File: src/rtl/reflet_irq_conditioner.sv
// Reflet interrupt line conditioner: two-flop synchronizer, optional glitch filter and
// per-line level / rising-edge selection. Define REFLET_IRQ_DEBOUNCE_EN to build the filter.
module reflet_irq_conditioner #(
  parameter int unsigned debounce_cycles = 8
) (
  input  logic       clk,
  input  logic       reset,
  input  logic       enable,
  input  logic [3:0] irq_in,
  input  logic [3:0] mode,
  input  logic [3:0] ack,
  output logic [3:0] interrupt_request,
  output logic [3:0] pending
);
  localparam logic [7:0] CNT_LAST = 8'(debounce_cycles - 32'd1);

  logic [3:0] sync1_q, sync1_d;
  logic [3:0] sync2_q, sync2_d;
  logic [3:0] filt_prev_q, filt_prev_d;
  logic [3:0] pend_q, pend_d;
  logic [3:0] filt_s;
  logic [3:0] rise_s;

`ifdef REFLET_IRQ_DEBOUNCE_EN
  logic [3:0] filt_q, filt_d;
  logic [7:0] cnt_q [4];
  logic [7:0] cnt_d [4];

  // Debounce: accept a new level only after D consecutive disagreeing cycles
  always_comb begin
    filt_d = filt_q;
    cnt_d  = cnt_q;
    if (enable) begin
      for (int i = 0; i < 4; i++) begin
        if (sync2_q[i] == filt_q[i]) begin
          cnt_d[i] = 8'd0;
        end else if (cnt_q[i] == CNT_LAST) begin
          filt_d[i] = sync2_q[i];
          cnt_d[i]  = 8'd0;
        end else begin
          cnt_d[i] = cnt_q[i] + 8'd1;
        end
      end
    end else begin
      filt_d = filt_q;
    end
  end

  // Filter state registers
  always_ff @(posedge clk) begin
    if (!reset) begin
      filt_q <= 4'h0;
      for (int i = 0; i < 4; i++) begin
        cnt_q[i] <= 8'd0;
      end
    end else begin
      filt_q <= filt_d;
      cnt_q  <= cnt_d;
    end
  end

  assign filt_s = filt_q;
`else
  logic unused_debounce_s;
  assign unused_debounce_s = ^CNT_LAST;
  assign filt_s = sync2_q;
`endif

  // Synchronizer, edge detect and pending latch; a rise beats a same-cycle ack
  always_comb begin
    rise_s = filt_s & ~filt_prev_q;
    if (enable) begin
      sync1_d     = irq_in;
      sync2_d     = sync1_q;
      filt_prev_d = filt_s;
      pend_d      = mode & (rise_s | (pend_q & ~ack));
    end else begin
      sync1_d     = sync1_q;
      sync2_d     = sync2_q;
      filt_prev_d = filt_prev_q;
      pend_d      = pend_q;
    end
  end

  // Line state registers
  always_ff @(posedge clk) begin
    if (!reset) begin
      sync1_q     <= 4'h0;
      sync2_q     <= 4'h0;
      filt_prev_q <= 4'h0;
      pend_q      <= 4'h0;
    end else begin
      sync1_q     <= sync1_d;
      sync2_q     <= sync2_d;
      filt_prev_q <= filt_prev_d;
      pend_q      <= pend_d;
    end
  end

  assign interrupt_request = (mode & pend_q) | (~mode & filt_s);
  assign pending           = pend_q;
endmodule
File: config.mk
export PLATFORM = sky130hd
export DESIGN_NAME = reflet_irq_conditioner
export DESIGN_NICKNAME = d
export VERILOG_FILES = /design/src/rtl/reflet_irq_conditioner.sv
export SDC_FILE = /design/constraint.sdc
export NUM_CORES = 1
export LEC_CHECK = 0
export CAP_MARGIN = 25
export CORE_ASPECT_RATIO = 1.2
export CORE_MARGIN = 2
export CORE_UTILIZATION = 43
export CTS_CLUSTER_SIZE = 14
export DETAILED_ROUTE_END_ITERATION = 16
export GPL_TIMING_DRIVEN = 0
export PLACE_DENSITY = 0.75
export SYNTH_ARGS = -nofsm -noshare
export SYNTH_HDL_FRONTEND = slang
export SYNTH_SLANG_ARGS = --single-unit
File: constraint.sdc
create_clock -name clk -period 1.01 [get_ports clk]
set_input_delay 0.202 -clock clk [delete_from_list [all_inputs] [get_ports clk]]
set_output_delay 0.202 -clock clk [all_outputs]
set_load 0.05 [all_outputs]
# ---- After elaboration in Yosys (flattened, before gate mapping)
# Index checks and enable logic that the tools add are counted.
dict set report op_classes {
  n_bitwise 10
}
# cell count
set op_table {}
lappend op_table {{$and 4x4->4} 5}
lappend op_table {{$not 4->4} 3}
lappend op_table {{$or 4x4->4} 2}
dict set report totals {
  register_bits 16
  in_bits 15
  out_inout_bits 8
  elab_cells 14
}

# ---- Logic depth before layout (Yosys ltp)
# Gate-level depths: netlist of run 1.
dict set report logic_depth {
  word_depth 4
  ltp_mapped 5
  mapped_depth_nobuf 3
}

# ---- Worst setup path before layout of run 1
# Ideal clock, no wire load.
dict set report synth_timing {
  path_type {register -> output}
  startpoint {register pend_q[0], in the netlist pending[0]}
  endpoint {output port interrupt_request[0]}
  t_arrival_ns 1.119
  t_required_ns 0.808
  slack_ns -0.311
  path_stages_with_launch 2
  path_buffers 0
  path_cell_list {dfxtp_1 mux2_1}
}
dict set report synth_via {
  elab_chain_len 2
}
# item line
set synth_rtl {}
lappend synth_rtl {{from (decl)} 20} ;# logic [3:0] pend_q, pend_d;
lappend synth_rtl {{from (signal assigned)} 96} ;# pend_q <= pend_d;
lappend synth_rtl {{$and 4x4->4} 100} ;# assign interrupt_request = (mode & pend_q) | (~mode & filt_s);
lappend synth_rtl {{$or 4x4->4} 100}
lappend synth_rtl {{to (decl)} 12} ;# output logic [3:0] interrupt_request,
# Every way passes these cells.

# ---- Worst setup path in the final report of run 1
dict set report layout_timing {
  startpoint {register sync2_q[2], in the netlist filt_s[2]}
  endpoint {output port interrupt_request[2]}
}
dict set report layout_via {
  elab_chain_len 2
}
# item line
set layout_rtl {}
lappend layout_rtl {{from (decl)} 18} ;# logic [3:0] sync2_q, sync2_d;
lappend layout_rtl {{from (signal assigned)} 94} ;# sync2_q <= sync2_d;
lappend layout_rtl {{$and 4x4->4} 100}
lappend layout_rtl {{$or 4x4->4} 100}
# Every way passes these cells.

==> results of run 1 <==
[sequential cells by signal, indices dropped and copies added, names as in the netlist]
register	flops
filt_prev_q	4
filt_s	4
pending	4
sync1_q	4
[worst reg2reg max path: stages (launching register included)]
cell and delay, ns:
dfxtp_2 0.34, buf_4 0.14, mux2i_1 0.14, nor2b_1 0.06
[worst max-delay path by stage]
stage / start / to / slack [ns]
finish: filt_s[2] / interrupt_request[2] / -0.24
global route: filt_s[2] / interrupt_request[2] / -0.25
CTS: filt_s[2] / interrupt_request[2] / -0.24
detailed placement: mode[2] / interrupt_request[2] / -0.94
global placement: mode[0] / interrupt_request[0] / -0.91
floorplan: pending[0] / interrupt_request[0] / 0.03
[power breakdown]
part,switching (mW),internal [mW],leakage [nW]
Combinational,0.0811,0.114,0.311
Clock,0.197,0.219,0.0210
Sequential,0.0104,0.651,0.134
Total,0.288,0.984,0.466
[layer usage]
| layer | vias to the layer above | GRT usage, % | share of wire, % |
|---|---|---|---|
| met5 | - | 0 | 0 |
| met4 | 0 | 8.06 | 2.8 |
| met3 | 6 | 2.75 | 4.2 |
| met2 | 14 | 24.7 | 50 |
| met1 | 255 | 20.8 | 43 |
| li1 | 284 | - | - |
[kinds of logic (layout without fill, tap and decap cells)]
group	Yosys count	count (layout)	synth area share [%]
flip-flops	16	16	45.0
buffers and inverters	4	35	5.80
multiplexers	16	16	23.2
AO/OA/AOI/OAI	8	8	7.03
AND/OR/NAND/NOR	20	20	19.0
[stage by stage]
stage,TNS (ns),total power [mW]
final,-1.07,1.27
after global routing,-1.25,1.32
after CTS,-0.968,1.28
after detailed placement,-8.94,0.864
after global placement,-8.71,0.861
after floorplan,0,0.781
[cells in the mapped netlist (all sizes together)]
cell type | number | area share [%]
nor2b | 16 | 14
mux2 | 4 | 6.3
inv | 1 | 0.88
clkbuf | 1 | 0.53
nand4b | 4 | 4.9
dfxtp | 16 | 45
a21boi | 4 | 4.2
mux2i | 12 | 17
buf | 2 | 4.4
o21ai | 4 | 2.8
[final cells by class]
| cell class | count | area, µm² |
|---|---|---|
| buffer | 3 | 38.8 |
| clock buffer | 4 | 36.3 |
| fill | 138 | 539 |
| inverter | 1 | 6.26 |
| multi-input combinational | 44 | 365 |
| sequential | 16 | 330 |
| tap | 18 | 22.5 |
| timing repair buffer | 27 | 263 |
[timing repair]
item                                    CTS  global route
buffers inserted                          4             2
gates resized for setup                  64             4
endpoints found under the setup margin   18            13
==> summary.txt, run 1 <==
Avg Cell Area, Syn -> 11.1 µm²
Placed cell areas -> 965 µm²
Post-Layout Cell Count -> 113
Violated checks -> setup timing
Dpl hpwl -> 972 µm
CP cell instances -> mux2_4 -> buf_6
Syn Inst Count -> 64
Final Worst Setup Slack -> -0.241 ns
Slowest CP cell -> dfxtp_2
Yosys cell types -> 11
Worst Setup Start Kind -> register
Area Overhead vs Synth -> 49.2%
Hold Vio Cnt, Final -> 0
CTS tree -> yes
Initial Utilization -> 44.5%
Worst EP arrival -> 1.05 ns
Core Box Area -> 1600 µm²
Design area -> 1060 µm²
Worst slew margin relative to its limit -> 84.0%
Most frequent cells in the layout -> 16 x nor2b_1, 12 x mux2i_1, 9 x buf_6
Die X -> 41.1 µm
CP delay by family, top -> flip-flops
Flop2flop setup slack -> 0.24 ns
Gr usage total -> 16.1%
Tmin final -> 1.25 ns
Register area share after synthesis -> 45.0%
Commonest non-fill, non-tap cell in the layout -> nor2b_1
Skew-Pair Late Insertion Delay -> 0.28 ns
Pwr dens -> 1200 nW/µm²
Max-Cap Viols -> 0
Worst Hold Class -> in -> reg
Setup slack at placement -> -0.943 ns
Reg2reg path depth -> 3
H-tree Lvls -> 1
Rows -> 16
Fmax -> 799 MHz
Status -> finished with violations
GP Congestion -> 0.641
IO buf count -> 21
WL per Instance -> 12.1 µm
Slew @ Worst Pin -> 0.240 ns
# IOs -> 23
Max Buffers Root-to-Sink -> 2
Hold path depth -> 3
Synthesis Warnings -> 0
Slew Limit Fails -> 0
Vias in the first global route -> 527
IR drop worst, VDD -> 996 µV
Fin Hold WS -> 0.258 ns
1st-iter DRT viols -> 4
N_diodes -> 0
Initial antenna violation count -> 0
Antenna-violating nets left -> 0
Die area -> 2000 µm²
Clk sinks -> 16
Routed wire length -> 1370 µm
# DRC -> 0
CTS clock-pin slew for the worst setup and hold paths -> 0.09 ns
Critical Path End Type -> primary output
Net Count, Synth -> 79
Critical path depth in cells -> 2
Post-synthesis register bit count -> 16
DP Cell Count -> 103
CP max FO -> 2
RSZ-0062 raised after global routing -> true
Via density -> 4.95
First-pass GRT wire length -> 2210 µm
Final setup violation count -> 6
Critical R2R Launch -> filt_s[2]
Hold Path End -> filt_s[3]
Nets -> 111
Max incr delay on CP -> 0.34 ns
CP bufs+invs -> 1
Crit share post-route -> 124%
Hold_sp -> enable
CP required -> 0.81 ns
# hold bufs at CTS -> 0
R2R Path End -> filt_prev_q[2]
Grt ovf -> 0
Vias -> 559
Die Span Y -> 48.6 µm
Cell Area, Synth -> 712 µm²
Fraction of layout cells with a size suffix above 1 -> 35.8%
Drt first pass iters -> 4
Final core utilization -> 66.3%
CTS buffer count -> 3
CTS Root Cell -> clkbuf_4
Clock skew -> 0.000631 ns
WS Path Type -> reg -> out
P_leak -> 0.466 nW
Pin count of the biggest net entering global routing -> 11
Note: power is estimated with default switching activity, not from simulation.
==> run 2: changes to the inputs <==
--- a/config.mk
+++ b/config.mk
@@ -8,5 +8,4 @@
 export CAP_MARGIN = 25
 export CORE_ASPECT_RATIO = 1.2
-export CORE_MARGIN = 2
 export CORE_UTILIZATION = 43
 export CTS_CLUSTER_SIZE = 14
@@ -14,4 +13,5 @@
 export GPL_TIMING_DRIVEN = 0
 export PLACE_DENSITY = 0.75
+export SLEW_MARGIN = 0
 export SYNTH_ARGS = -nofsm -noshare
 export SYNTH_HDL_FRONTEND = slang
==> constraint.sdc (replaced) <==
create_clock -name clk -period 1.01 [get_ports clk]
set_input_delay 0.202 -clock clk [delete_from_list [all_inputs] [get_ports clk]]
set_output_delay 0.202 -clock clk [all_outputs]
set_load 0.02 [all_outputs]
==> summary.txt, run 2 (synthesis gave the netlist of run 1 again) <==
WL per Instance -> 12.4 µm (was 12.1 µm)
Die X -> 39.1 µm (was 41.1 µm)
Pin count of the biggest net entering global routing -> 11 (unchanged)
# DRC -> 0 (unchanged)
Commonest non-fill, non-tap cell in the layout -> nor2b_1 (unchanged)
Status -> finished with violations (unchanged)
Worst Hold Class -> in -> reg (unchanged)
Core Box Area -> 1480 µm² (was 1600 µm²)
Violated checks -> setup timing (unchanged)
Max-Cap Viols -> 0 (unchanged)
Via density -> 5.11 (was 4.95)
# IOs -> 23 (unchanged)
GP Congestion -> 0.629 (was 0.641)
Die Span Y -> 46.6 µm (was 48.6 µm)
# hold bufs at CTS -> 0 (unchanged)
IR drop worst, VDD -> 865 µV (was 996 µV)
CP cell instances -> mux2_4 -> buf_6 (unchanged)
Rows -> 15 (was 16)
Worst Setup Start Kind -> register (unchanged)
Final core utilization -> 70.0% (was 66.3%)
Seq pwr share -> 52.1% (was 52.0%)
Worst slew margin relative to its limit -> 84.7% (was 84.0%)
P_leak -> 0.454 nW (was 0.466 nW)
CTS Root Cell -> clkbuf_4 (unchanged)
Reg2reg path depth -> 3 (unchanged)
CTS buffer count -> 3 (unchanged)
Fraction of layout cells with a size suffix above 1 -> 34.4% (was 35.8%)
N_diodes -> 0 (unchanged)
IO buf count -> 21 (unchanged)
Clock skew -> 0.00325 ns (was 0.000631 ns)
1st-iter DRT viols -> 10 (was 4)
Combinational Power Share -> 14.2% (was 15.3%)
CP required -> 0.81 ns (about the same)
Critical Path End Type -> primary output (unchanged)
CP max FO -> 3 (was 2)
Crit share post-route -> 121% (was 124%)
Slowest CP cell -> dfxtp_2 (unchanged)
Nets -> 109 (was 111)
WS Path Type -> reg -> out (unchanged)
CTS tree -> yes (unchanged)
Grt ovf -> 0 (unchanged)
Dpl hpwl -> 899 µm (was 972 µm)
Final setup violation count -> 4 (was 6)
Fmax -> 816 MHz (was 799 MHz)
Gr usage total -> 18.0% (was 16.1%)
Clk sinks -> 16 (unchanged)
Pwr dens -> 1220 nW/µm² (was 1200 nW/µm²)
Initial antenna violation count -> 0 (unchanged)
Slew Limit Fails -> 0 (unchanged)
Hold Vio Cnt, Final -> 0 (unchanged)
CTS clock-pin slew for the worst setup and hold paths -> 0.10 ns (was 0.09 ns)
Worst EP arrival -> 1.02 ns (was 1.05 ns)
Sw frac -> 22.5% (was 22.7%)
Hold path depth -> 3 (unchanged)
Setup TNS -> -0.827 ns (was -1.07 ns)
Initial Utilization -> 48.0% (was 44.5%)
Drt first pass iters -> 4 (unchanged)
Routed wire length -> 1370 µm (about the same)
Tot Pwr -> 1.27 mW (about the same)
Die area -> 1820 µm² (was 2000 µm²)
Skew-Pair Late Insertion Delay -> 0.29 ns (was 0.28 ns)
Slew @ Worst Pin -> 0.230 ns (was 0.240 ns)
RSZ-0062 raised after global routing -> true (unchanged)
Vias -> 562 (was 559)
Clk pwr share -> 33.7% (was 32.7%)
Vias in the first global route -> 511 (was 527)
H-tree Lvls -> 1 (unchanged)
Fin Hold WS -> 0.260 ns (was 0.258 ns)
Most frequent cells in the layout -> 16 x nor2b_1, 12 x mux2i_1, 8 x dfxtp_1, 8 x dfxtp_2, 8 x clkdlybuf4s50_1 (was 16 x nor2b_1, 12 x mux2i_1, 9 x buf_6)
Max Buffers Root-to-Sink -> 2 (unchanged)
Max incr delay on CP -> 0.35 ns (was 0.34 ns)
First-pass GRT wire length -> 2170 µm (was 2210 µm)
Final Worst Setup Slack -> -0.216 ns (was -0.241 ns)
Area Overhead vs Synth -> 45.9% (was 49.2%)
Int Power -> 983 µW (was 984 µW)
Antenna-violating nets left -> 0 (unchanged)
P_sw -> 286 µW (was 288 µW)
Tmin final -> 1.23 ns (was 1.25 ns)
## run 2: power groups by stage
stage | clock network (mW) | registers [mW] | logic (mW)
final | 0.427 | 0.661 | 0.181
after global routing | 0.467 | 0.664 | 0.195
after CTS | 0.432 | 0.661 | 0.180
after detailed placement | 0 | 0.677 | 0.169
after global placement | 0 | 0.676 | 0.167
after floorplan | 0 | 0.675 | 0.0879
## run 2: critical path: cells and delay by family, from the launching register on
family	cells	cell delay [ns]
multiplexers	1	0.26
buffers and inverters	1	0.13
flip-flops	1	0.35
## run 2: worst paths after layout
check | from | slack, ns | to
worst min-delay path | enable | 0.26 | filt_prev_q[1]
worst min register to register | pending[3] | 0.49 | pending[3]
worst max register to register | filt_s[0] | 0.23 | filt_s[0]
worst max-delay path | pending[1] | -0.22 | interrupt_request[1]
## run 2: layout make-up
class	instances	area, µm²
Timing Repair Buffer	25	240
Fill cell	126	444
Sequential cell	16	330
Buffer	3	38.8
Clock buffer	4	36.3
Tap cell	17	21.3
Multi-Input combinational cell	44	365
Inverter	1	6.26
## run 2: metrics by stage
stage	cells	setup WS [ns]	area, µm²
after global routing	110	-0.254	1040
after detailed placement	102	-0.770	943
final	110	-0.216	1040
after global placement	102	-0.761	943
after floorplan	64	0.0488	712
after CTS	110	-0.216	1020
## run 2: repair_timing
item | 4_1_cts | 5_1_grt
setup endpoints to repair | 18 | 13
gates resized for setup | 57 | 9
buffers inserted | 4 | 0
## run 2: per-layer routing
layer  vias up  share of wire (%)  GRT usage, %
li1        281                  -             -
met1       260                 49          22.6
met2        19                 44          28.7
met3         2                5.5          2.90
met4         0               0.88          10.3
met5         -                  0             0
